`config.mk`:
```
export PLATFORM = sky130hd
export DESIGN_NAME = neuron_scheduler
export DESIGN_NICKNAME = d
export VERILOG_FILES = /design/src/rtl/eif_pkg.sv /design/src/rtl/rr_arbiter.sv /design/src/rtl/neuron_scheduler.sv
export SDC_FILE = /design/constraint.sdc
export NUM_CORES = 1
export LEC_CHECK = 0
export CAP_MARGIN = 0
export CORE_MARGIN = 5
export CORE_UTILIZATION = 33
export CTS_BUF_LIST = sky130_fd_sc_hd__clkbuf_16
export DETAILED_ROUTE_END_ITERATION = 10
export DONT_BUFFER_PORTS = 1
export PLACE_DENSITY_LB_ADDON = 0.15
export REMOVE_ABC_BUFFERS = 1
export SYNTH_ARGS = -nofsm -noshare
export SYNTH_HDL_FRONTEND = slang
export SYNTH_SLANG_ARGS = --single-unit
```
`constraint.sdc`:
```
create_clock -name clk -period 8.2 [get_ports clk]
set_input_delay 1.64 -clock clk [delete_from_list [all_inputs] [get_ports clk]]
set_output_delay 1.64 -clock clk [all_outputs]
set_load 0.01 [all_outputs]
```
`src/rtl/eif_pkg.sv`:
```
// eif_pkg
// Shared types and default constants for the time-multiplexed EIF neuron
// scheduler.
//   fsm_e      : scheduler phase (IDLE accepts current injections, SWEEP updates neurons)
//   eif_val_t  : 8-bit membrane state / threshold value
//   EIF_THR_*  : default threshold ceiling, floor and spike decrement
//   sat_add    : 8-bit unsigned add clamped at 255
package eif_pkg;

    typedef enum logic {
        IDLE  = 1'b0,
        SWEEP = 1'b1
    } fsm_e;

    typedef logic [7:0] eif_val_t;

    localparam int EIF_THR_INIT = 200;
    localparam int EIF_THR_MIN  = 20;
    localparam int EIF_THR_DEC  = 10;

    // Saturating add: the ninth sum bit flags overflow past 255.
    function automatic eif_val_t sat_add(input eif_val_t a, input eif_val_t b);
        logic [8:0] sum;
        sum = {1'b0, a} + {1'b0, b};
        return sum[8] ? 8'hFF : sum[7:0];
    endfunction

endpackage

```
`src/rtl/rr_arbiter.sv`:
```
// rr_arbiter
// Round-robin arbiter: grants at most one requester per cycle, searching from
// the requester after the last one granted. A grant is only issued for a
// valid request, so every grant is an accepted transfer and moves the pointer.
// Ports:
//   clk, rst_n : clock, asynchronous active-low reset (pointer back to 0)
//   en         : arbitration allowed this cycle
//   req        : request vector
//   grant      : one-hot grant (combinational)
module rr_arbiter #(
    parameter int NUM_REQ = 4
) (
    input  logic               clk,
    input  logic               rst_n,
    input  logic               en,
    input  logic [NUM_REQ-1:0] req,
    output logic [NUM_REQ-1:0] grant
);

    localparam int PTR_W = (NUM_REQ > 1) ? $clog2(NUM_REQ) : 1;

    logic [PTR_W-1:0] ptr_q, ptr_d;

    // Walk the candidates from farthest to nearest so the nearest valid
    // requester after the pointer is the one left standing.
    always_comb begin
        grant = '0;
        ptr_d = ptr_q;
        if (en) begin
            for (int k = NUM_REQ - 1; k >= 0; k--) begin
                if (req[PTR_W'((int'(ptr_q) + k) % NUM_REQ)]) begin
                    grant = '0;
                    grant[PTR_W'((int'(ptr_q) + k) % NUM_REQ)] = 1'b1;
                    ptr_d = PTR_W'((int'(ptr_q) + k + 1) % NUM_REQ);
                end
            end
        end
    end

    // Pointer register: holds the highest-priority requester for next cycle.
    always_ff @(posedge clk or negedge rst_n) begin
        if (!rst_n) begin
            ptr_q <= '0;
        end else begin
            ptr_q <= ptr_d;
        end
    end

endmodule

```
`src/rtl/neuron_scheduler.sv`:
```
// neuron_scheduler
// Time-multiplexed integrate-and-fire neuron bank. Between timesteps the
// block accepts current injections from NUM_REQ requesters (round-robin,
// one per cycle). A tick starts a sweep that visits one neuron per cycle,
// fires those at or above their adaptive threshold and relaxes the others.
// Optional build macro:
//   EIF_LEAK_EN : non-spiking visited neurons also leak one unit of state.
// Ports:
//   clk, rst_n   : clock, asynchronous active-low reset
//   req_valid    : per-requester injection request
//   req_idx      : packed target neuron per requester (requester 0 in LSBs)
//   req_current  : packed 8-bit unsigned current per requester
//   req_ready    : one-hot grant, transfer on valid & ready
//   tick         : timestep strobe, starts (or queues) an update sweep
//   spike_valid  : registered one-cycle spike pulse
//   spike_idx    : index of the spiking neuron
//   busy         : high while sweeping
module neuron_scheduler
    import eif_pkg::*;
#(
    parameter int NUM_REQ     = 4,
    parameter int NUM_NEURONS = 8,
    parameter int THR_INIT    = EIF_THR_INIT,
    parameter int THR_MIN     = EIF_THR_MIN,
    parameter int THR_DEC     = EIF_THR_DEC,
    localparam int IDX_W      = (NUM_NEURONS > 1) ? $clog2(NUM_NEURONS) : 1
) (
    input  logic                     clk,
    input  logic                     rst_n,
    input  logic [NUM_REQ-1:0]       req_valid,
    input  logic [NUM_REQ*IDX_W-1:0] req_idx,
    input  logic [NUM_REQ*8-1:0]     req_current,
    output logic [NUM_REQ-1:0]       req_ready,
    input  logic                     tick,
    output logic                     spike_valid,
    output logic [IDX_W-1:0]         spike_idx,
    output logic                     busy
);

    fsm_e             fsm_q, fsm_d;
    logic [IDX_W-1:0] sweep_idx_q, sweep_idx_d;
    logic             pending_q, pending_d;
    logic             spike_valid_q, spike_valid_d;
    logic [IDX_W-1:0] spike_idx_q, spike_idx_d;
    eif_val_t         state_q [NUM_NEURONS];
    eif_val_t         state_d [NUM_NEURONS];
    eif_val_t         thr_q   [NUM_NEURONS];
    eif_val_t         thr_d   [NUM_NEURONS];

    logic             arb_en;
    logic [NUM_REQ-1:0] grant;
    logic [IDX_W-1:0] sel_idx;
    eif_val_t         sel_cur;
    eif_val_t         cur_state;
    eif_val_t         cur_thr;

    // Injections are only taken in a quiet IDLE cycle: a tick (new or queued)
    // takes priority so the sweep sees a stable snapshot.
    assign arb_en = (fsm_q == IDLE) && !tick && !pending_q;

    rr_arbiter #(
        .NUM_REQ (NUM_REQ)
    ) u_arb (
        .clk   (clk),
        .rst_n (rst_n),
        .en    (arb_en),
        .req   (req_valid),
        .grant (grant)
    );

    assign req_ready   = grant;
    assign busy        = (fsm_q == SWEEP);
    assign spike_valid = spike_valid_q;
    assign spike_idx   = spike_idx_q;

    // Mux out the target index and current of the granted requester.
    always_comb begin
        sel_idx = '0;
        sel_cur = '0;
        for (int r = 0; r < NUM_REQ; r++) begin
            if (grant[r]) begin
                sel_idx = req_idx[r*IDX_W +: IDX_W];
                sel_cur = req_current[r*8 +: 8];
            end
        end
    end

    // Next-state logic: injection in IDLE, one neuron update per SWEEP cycle.
    always_comb begin
        fsm_d         = fsm_q;
        sweep_idx_d   = sweep_idx_q;
        pending_d     = pending_q;
        spike_valid_d = 1'b0;
        spike_idx_d   = spike_idx_q;
        state_d       = state_q;
        thr_d         = thr_q;
        cur_state     = state_q[sweep_idx_q];
        cur_thr       = thr_q[sweep_idx_q];

        case (fsm_q)
            IDLE: begin
                if (tick || pending_q) begin
                    fsm_d       = SWEEP;
                    sweep_idx_d = '0;
                    pending_d   = 1'b0;
                end else if (|grant) begin
                    state_d[sel_idx] = sat_add(state_q[sel_idx], sel_cur);
                end
            end
            SWEEP: begin
                // Ticks during a sweep collapse into a single queued sweep.
                if (tick) begin
                    pending_d = 1'b1;
                end
                if (cur_state >= cur_thr) begin
                    spike_valid_d          = 1'b1;
                    spike_idx_d            = sweep_idx_q;
                    state_d[sweep_idx_q]   = cur_state - cur_thr;
                    thr_d[sweep_idx_q]     = (int'(cur_thr) >= THR_MIN + THR_DEC)
                                           ? cur_thr - eif_val_t'(THR_DEC)
                                           : eif_val_t'(THR_MIN);
                end else begin
                    thr_d[sweep_idx_q]     = (int'(cur_thr) >= THR_INIT)
                                           ? eif_val_t'(THR_INIT)
                                           : cur_thr + 8'd1;
`ifdef EIF_LEAK_EN
                    state_d[sweep_idx_q]   = (cur_state != '0) ? cur_state - 8'd1 : '0;
`endif
                end
                if (sweep_idx_q == IDX_W'(NUM_NEURONS - 1)) begin
                    fsm_d = IDLE;
                end else begin
                    sweep_idx_d = sweep_idx_q + 1'b1;
                end
            end
        endcase
    end

    // State registers; reset aborts any sweep in flight.
    always_ff @(posedge clk or negedge rst_n) begin
        if (!rst_n) begin
            fsm_q         <= IDLE;
            sweep_idx_q   <= '0;
            pending_q     <= 1'b0;
            spike_valid_q <= 1'b0;
            spike_idx_q   <= '0;
            for (int n = 0; n < NUM_NEURONS; n++) begin
                state_q[n] <= '0;
                thr_q[n]   <= eif_val_t'(THR_INIT);
            end
        end else begin
            fsm_q         <= fsm_d;
            sweep_idx_q   <= sweep_idx_d;
            pending_q     <= pending_d;
            spike_valid_q <= spike_valid_d;
            spike_idx_q   <= spike_idx_d;
            state_q       <= state_d;
            thr_q         <= thr_d;
        end
    end

endmodule

```
==> metrics.yaml, run 1 <==
place:
  port_buffers: 0
  dp_cells: 1299
  dpl.hpwl_mm: 20.4
  place_congestion: 0.873
detailed_routing:
  drc_errors: 0
  routed_via_density: 5.81
  avgRoutedWirePerCell_um: 22.6
  dr.pass1.iters: 5
  final_antenna_net_count: 0
  drt_iter0_drc: 699
  routed_wl_mm: 30.1
  dr_total_vias: 7727
grt:
  grt_util_all_layers_pct: 19.2
  antenna_found_initial: 0
  grt_max_degree: 140
  overflow: 0
  grt_pass1_vias: 7533
  grt_pass1_wl_mm: 46.7
sta:
  tightest_slew_ps: 1240
  hold_viol: 0
  setup-tns-final_ps: 0
  fin_crit_sh_pct: 88.7
  skew_ps: 12.3
  period_needed_ps: 7280
  slew_headroom_pct: 16.9
  rsz0062_at_grt: "false"
  finalSetupViolations: 0
  slew_viol_final: 0
  max_freq_mhz: 137
min_path:
  hold_class: "flip-flop to flip-flop"
synth:
  ys_seq_elements: 139
  synth-edff-count: 0
  async_reset_ff_share_pct: 100
  yosysWarnings: 0
  synth_area_per_cell_um2: 9.65
  postSynthCellCount: 957
  synthFlopType: "dfrtp_1"
  synth_area_mm2: 0.00924
  ys_seq_area_share_pct: 38.0
  synth_cell_types: 70
critical_path:
  cp.required_ps: 8510
  start_kind: "flip-flop"
  path_class: "flip-flop to flip-flop"
  worst-path-max-fanout: 27
  arrival_ps: 7580
  cp-end-kind: "flip-flop"
floorplanning:
  die_w_um: 177
  die_h_um: 177
  initial_core_util_pct: 33.3
  design.core.area_mm2: 0.0277
  die-area_mm2: 0.0314
  io_pins: 60
  row_count: 61
cts:
  cts_hold_buf: 0
  cts.sinks: 139
  cts_tree: "built"
  cts_root_buffer: "clkbuf_16"
  clkLatencyLatePin_ps: 430
  cts_buffers: 17
  cts_resized: 0
  clkSlewWorstSetupHoldPaths_ps: 70
  cts_setup_buffers: 0
  clk_path_buf_depth: 2
  h-tree-depth: 4
final_layout:
  final_cell_mix: "dfrtp_1, nand2_1, nor2_1, o21ai_0, mux2i_1"
  fill_cells: 2831
  nets: 1022
  final_common_cell: "dfrtp_1"
  fin_cells: 1331
  drive_gt1_share_pct: 15.7
  antenna_cells: 0
  syn_to_final_growth_pct: 10.4
run_status:
  status: "completed"
flow_run:
  cap_violations: 0
[final timing paths]
path / startpoint / end / depth (start not counted) / slack [ps]
worst max register to register: u_arb.ptr_q[0] / state_q[52] / 21 / 920
min in group asynchronous: rst_n / thr_q[34] / 0 / 910
max in group asynchronous: rst_n / thr_q[54] / 0 / 7000
worst min-delay path: thr_q[13] / thr_q[13] / 2 / 470
worst max-delay path: u_arb.ptr_q[0] / state_q[52] / 21 / 920
worst min register to register: thr_q[13] / thr_q[13] / 2 / 470
[flip-flops by register name, summed over array words and instances, names as in the netlist]
name / cells
state_q: 64
thr_q: 64
spike_idx: 3
sweep_idx_q: 3
u_arb.ptr_q: 2
busy: 1
pending_q: 1
spike_valid: 1
[synthesized netlist by cell type (7+ instances only)]
cell type,n,area (um^2)
nand2b_1,10,62.6
buf_2,11,55.1
and3_1,8,50.1
a22o_1,26,228
o2bb2ai_1,7,61.3
a21o_1,8,60.1
mux2_2,26,293
mux4_2,25,563
a31oi_1,7,43.8
nor3_1,13,65.1
nand3_1,22,110
a22oi_1,11,82.6
a221oi_1,9,78.8
xor2_1,7,61.3
mux2i_1,50,500
dfstp_2,24,631
o22ai_1,20,125
a221o_1,42,420
xnor2_1,10,87.6
o211ai_1,7,52.6
dfrtp_1,115,2880
nand2_1,97,364
nor2_1,86,323
ha_1,29,363
a21oi_1,38,190
inv_1,26,97.6
clkbuf_1,31,116
o21ai_0,83,415
buf_1,7,26.3
nor2b_1,14,87.6
[cell type report]
type | count | area, um^2 | share of cell area (%)
flip-flops and latches | 139 | 3510 | 34.4
well taps | 378 | 473 | 4.64
clock buffers | 17 | 425 | 4.17
multi-input cells | 734 | 5360 | 52.6
inverters | 27 | 101 | 0.994
repair buffers | 21 | 158 | 1.55
clock inverters | 15 | 165 | 1.62
[cells by family (layout without fill, tap and decap cells)]
family	count (synthesis)	count (layout)	share of synthesized area, %
xor gates and xnor gates	17	17	1.61
AOI/OAI and AO/OA	294	294	22.7
buffers and inverters	84	80	3.97
DFF	139	139	38.0
adders and majority gates	31	31	4.36
and+or+nand+nor	291	291	14.7
muxes	101	101	14.7
[per-stage QoR]
step,setup slack [ps],util (%),hold slack [ps],area [um^2]
finish,924,36.8,475,10200
global placement,786,34.7,456,9610
CTS,970,36.8,479,10200
global route,379,36.8,490,10200
floorplan,1150,-,443,8970
detailed placement,687,34.7,465,9610
[worst max-delay path: stages (launching register included)]
cell	delay, ps
dfrtp_1	710
inv_1	290
ha_1	580
mux4_2	430
nor2_1	60
a221o_1	430
o21ai_4	410
inv_2	150
a311o_1	370
o21ba_2	460
nor2_2	460
a221oi_1	160
ha_1	260
fa_1	410
a21o_1	170
a21oi_1	210
nor2b_1	70
o21ai_0	250
a21oi_1	300
nor2_1	440
nor2_1	160
a221o_1	380
[layer usage]
layer / vias to the layer above / routed length, um / GRT usage (%)
li1: 3582 / - / -
met1: 3819 / 13600 / 26.9
met2: 290 / 13700 / 30.2
met3: 36 / 2230 / 4.20
met4: 0 / 604 / 4.96
met5: - / 0 / 0
Power of run 1 is not shown: default switching activity piles up to over one toggle a cycle in this logic, so the estimate is an artifact.
==> inputs of run 2 (changes only) <==
Settings changed: CORE_MARGIN 5 to 2, CORE_UTILIZATION 33 to 40.
==> metrics.yaml, run 2 (same netlist as run 1, synthesis figures left out) <==
cts:
  cts.sinks: 139  # unchanged
  cts_root_buffer: "clkbuf_16"
  cts_hold_buf: 0  # unchanged
  cts_setup_buffers: 0  # unchanged
  clkSlewWorstSetupHoldPaths_ps: 60  # about the same
  clk_path_buf_depth: 2  # unchanged
  clkLatencyLatePin_ps: 440  # about the same
  cts_tree: "built"
  cts_resized: 0  # unchanged
  h-tree-depth: 4  # unchanged
  cts_buffers: 17  # unchanged
sta:
  slew_headroom_pct: 26.5  # +9.6 points
  tightest_slew_ps: 1100  # -142 ps
  setup-tns-final_ps: 0  # unchanged
  period_needed_ps: 7270  # -10.7 ps
  skew_ps: 13.3  # +1.06 ps
  finalSetupViolations: 0  # unchanged
  max_freq_mhz: 138  # +0.15%
  hold_viol: 0  # unchanged
  rsz0062_at_grt: "false"
  slew_viol_final: 0  # unchanged
  fin_crit_sh_pct: 88.6  # -0.13 points
final_layout:
  syn_to_final_growth_pct: 9.12
  reg_top3: "state_q: 64 flops, thr_q: 64 flops"
  final_common_cell: "dfrtp_1"
  final_cell_mix: "dfrtp_1, nand2_1, nor2_1, o21ai_0, mux2i_1"
  drive_gt1_share_pct: 15.4  # -0.30 points
  fin_cells: 1237  # -7.1%
  postLayoutCoreUtil_pct: 44.5  # +7.7 points
  nets: 1021  # -0.098%
  antenna_cells: 0  # unchanged
critical_path:
  cp-end-kind: "flip-flop"
  path_class: "flip-flop to flip-flop"
  crit_start: "u_arb.ptr_q[0]"
  arrival_ps: 7580  # about the same
  r2r_cells: 21  # unchanged
  r2r_start: "u_arb.ptr_q[0]"
  worst-r2r-setup-slack_ps: 930  # about the same
  start_kind: "flip-flop"
  worst-path-max-fanout: 17  # -37%
  cp.required_ps: 8520  # about the same
detailed_routing:
  dr_total_vias: 7753  # +0.34%
  routed_via_density: 6.27  # +8.0%
  routed_wl_mm: 29.2  # -3.0%
  dr.pass1.iters: 5  # unchanged
  drc_errors: 0  # unchanged
  avgRoutedWirePerCell_um: 23.6  # +4.4%
  drt_iter0_drc: 605  # -13%
  final_antenna_net_count: 0  # unchanged
grt:
  grt_max_degree: 140  # unchanged
  antenna_found_initial: 0  # unchanged
  grt_util_all_layers_pct: 24.6  # +5.4 points
  grt_pass1_wl_mm: 45.5  # -2.6%
  overflow: 0  # unchanged
  grt_pass1_vias: 7661  # +1.7%
min_path:
  hold_class: "flip-flop to flip-flop"
  worstHoldStart: "thr_q[5]"
  holdPathStages: 2  # unchanged
floorplanning:
  io_pins: 60  # unchanged
  initial_core_util_pct: 40.8  # +7.5 points
  die_w_um: 156  # -12%
  design.core.area_mm2: 0.0226  # -18%
  row_count: 55  # -9.8%
  die-area_mm2: 0.0243  # -23%
  die_h_um: 156  # -12%
run_status:
  status: "completed"
place:
  place_congestion: 0.875  # +0.19%
  port_buffers: 0  # unchanged
  dpl.hpwl_mm: 19.2  # -5.6%
  dp_cells: 1205  # -7.2%
flow_run:
  cap_violations: 0  # unchanged
run 2: changes by cell type in the layout (fill, tap and decap cells not counted):
| cell | change |
|---|---|
| clkinv_2 | +1 |
| inv_8 | -1 |
| clkinv_4 | -3 |
| inv_6 | +1 |
| inv_1 | +2 |
| buf_4 | -1 |
| bufinv_16 | +1 |
| clkinvlp_4 | -1 |
run 2: layer usage:
layer / part of all wire (%) / track usage [%]
met5: 0 / 0
met4: 4.3 / 11.4
met1: 45 / 33.9
met2: 44 / 37.4
met3: 6.7 / 4.89
run 2: final timing paths:
path / to
max reg2reg: state_q[53]
max in group asynchronous: thr_q[54]
min: thr_q[5]
min in group asynchronous: thr_q[16]
min reg2reg: thr_q[5]
max: state_q[53]
run 2: layout make-up:
| cell class | count | area (um^2) |
|---|---|---|
| well taps | 285 | 357 |
| clock inverters | 15 | 171 |
| multi-input cells | 734 | 5360 |
| flip-flops and latches | 139 | 3510 |
| repair buffers | 20 | 150 |
| clock buffers | 17 | 425 |
| inverters | 27 | 101 |
| fillers | 2190 | 12600 |
run 2: worst max-delay path: stages, from the launching register on:
cell and delay [ps]:
dfrtp_1 690, inv_1 280, ha_1 570, mux4_2 420, nor2_1 60, a221o_1 440, o21ai_4 410, inv_2 150
a311o_1 380, o21ba_2 370, nor2_2 500, a221oi_1 160, ha_1 250, fa_1 410, a21o_1 170, a21oi_1 210
nor2b_1 70, o21ai_0 250, a21oi_1 290, nor2_1 640, nor2_1 120, a221o_1 290
run 2: stage by stage:
step,setup WS [ps],cell area (um^2),hold slack (ps)
after floorplan,1150,8970,443
after global placement,875,9480,456
after detailed placement,747,9480,469
after CTS,1030,10100,483
after global routing,459,10100,498
final,935,10100,475
Power of run 2 is left out for the same reason.
==> inputs of run 3 (changes only) <==
Clock period 8.2 ns to 6.1 ns, I/O delays scaled along.
==> metrics.yaml, run 3 (same netlist as run 1, synthesis figures left out) <==
run_status:
  status: "completed"
critical_path:
  cp.required_ps: 6410  # -2110 ps
  worst-path-max-fanout: 9  # -8
  cp-end-kind: "flip-flop"
  path_class: "input port to flip-flop"
  start_kind: "input port"
  arrival_ps: 5990  # -1590 ps
grt:
  met1_usage_pct: 32.5  # -1.4 points
  grt_util_all_layers_pct: 24.1  # -0.56 points
  met3_usage_pct: 3.56  # -1.3 points
  grt_util_met2_pct: 39.9  # +2.5 points
  busiest_layer: "met2"
  grt_max_degree: 140  # unchanged
  antenna_found_initial: 1  # +1
  overflow: 0  # unchanged
  grt_pass1_vias: 7890  # +3.0%
  grt_pass1_wl_mm: 45.0  # -1.2%
final_layout:
  reg_top3: "state_q: 64 flops, thr_q: 64 flops"
  final_common_cell: "dfrtp_1"
  final_cell_mix: "dfrtp_1, nand2_1, nor2_1, o21ai_0, buf_4"
  design_area_mm2: 0.0105  # +3.9%
  nets: 1064  # +4.2%
  drive_gt1_share_pct: 19.0  # +3.6 points
  fin_cells: 1281  # +3.6%
  syn_to_final_growth_pct: 13.4
sta:
  skew_ps: 9.05  # -4.28 ps
  rsz0062_at_grt: "false"
  slew_viol_final: 0  # unchanged
  fin_crit_sh_pct: 93.0
  period_needed_ps: 5670
  max_freq_mhz: 176
  hold_viol: 0  # unchanged
  tightest_slew_ps: 1050  # -49.5 ps
  slew_headroom_pct: 29.8  # +3.3 points
  finalSetupViolations: 0  # unchanged
cts:
  cts_buffers: 17  # unchanged
  cts_resized: 0  # unchanged
  clkLatencyLatePin_ps: 430  # about the same
  cts.sinks: 139  # unchanged
  clk_path_buf_depth: 2  # unchanged
  cts_tree: "built"
  cts_setup_buffers: 0  # unchanged
  clkSlewWorstSetupHoldPaths_ps: 60  # about the same
  cts_root_buffer: "clkbuf_16"
  cts_hold_buf: 0  # unchanged
  h-tree-depth: 4  # unchanged
min_path:
  hold_class: "flip-flop to flip-flop"
place:
  dp_cells: 1248  # +3.6%
  port_buffers: 0  # unchanged
  dpl.hpwl_mm: 19.8  # +2.9%
  place_area_mm2: 0.00982  # +3.5%
  place_congestion: 0.885  # +1.2%
detailed_routing:
  routed_wl_mm: 28.7  # -1.7%
  dr_total_vias: 7893  # +1.8%
  drc_errors: 0  # unchanged
  final_antenna_net_count: 0  # unchanged
  dr.pass1.iters: 5  # unchanged
  drt_iter0_drc: 632  # +4.5%
  avgRoutedWirePerCell_um: 22.4  # -5.1%
  routed_via_density: 6.16  # -1.7%
floorplanning:
  row_count: 55  # unchanged
  die_h_um: 156  # unchanged
  io_pins: 60  # unchanged
  die-area_mm2: 0.0243  # unchanged
  die_w_um: 156  # unchanged
  initial_core_util_pct: 40.8  # unchanged
  design.core.area_mm2: 0.0226  # unchanged
flow_run:
  cap_violations: 0  # unchanged
-- run 3: cell type report --
| class | count | area [um^2] |
|---|---|---|
| inverter | 27 | 101 |
| sequential | 139 | 3510 |
| tap | 285 | 357 |
| clock buffer | 17 | 425 |
| fill | 2187 | 12200 |
| multi-input combinational | 734 | 5360 |
| timing repair buffer | 63 | 485 |
| clock inverter | 15 | 230 |
| antenna | 1 | 2.50 |
-- run 3: path summary, 6_finish.rpt --
kind                           startpoint     endpoint  slack, ps  cells after the start
setup / recovery             req_valid[3]   state_q[2]        430                     20
hold / removal                  thr_q[17]    thr_q[17]        480                      2
setup reg to reg           u_arb.ptr_q[1]   state_q[2]        500                     23
hold reg to reg                 thr_q[17]    thr_q[17]        480                      2
max in group asynchronous           rst_n  state_q[53]       5310                      0
min in group asynchronous           rst_n  state_q[57]        490                      0
-- run 3: per-layer routing --
layer | wire, um | vias to the layer above
met5 | 0 | -
met3 | 1520 | 47
met2 | 13400 | 300
li1 | - | 3653
met1 | 13100 | 3893
met4 | 615 | 0
-- run 3: worst max-delay path: stages --
cell and delay [ps]:
mux4_2 540, a221o_1 380, o21ai_4 190, inv_2 50, buf_4 140, a311o_1 330, o21ba_2 310, nor2_1 160
a22o_1 150, a221oi_1 50, ha_1 240, fa_1 410, a21o_1 180, a21oi_1 210, nor2b_1 70, o21ai_0 260
a21oi_1 240, nor2_1 340, nor2_1 150, a221o_1 370
-- run 3: metrics by stage --
stage | TNS, ps | hold slack (ps) | utilization (%) | setup WS [ps]
after floorplan | -25320 | 443 | - | -525
after global placement | 0 | 459 | 43.4 | 38.6
after detailed placement | 0 | 466 | 43.4 | 0.867
after CTS | 0 | 479 | 46.3 | 431
after global routing | 0 | 476 | 46.3 | 36.1
final | 0 | 476 | 46.3 | 428
Power of run 3 is left out for the same reason.
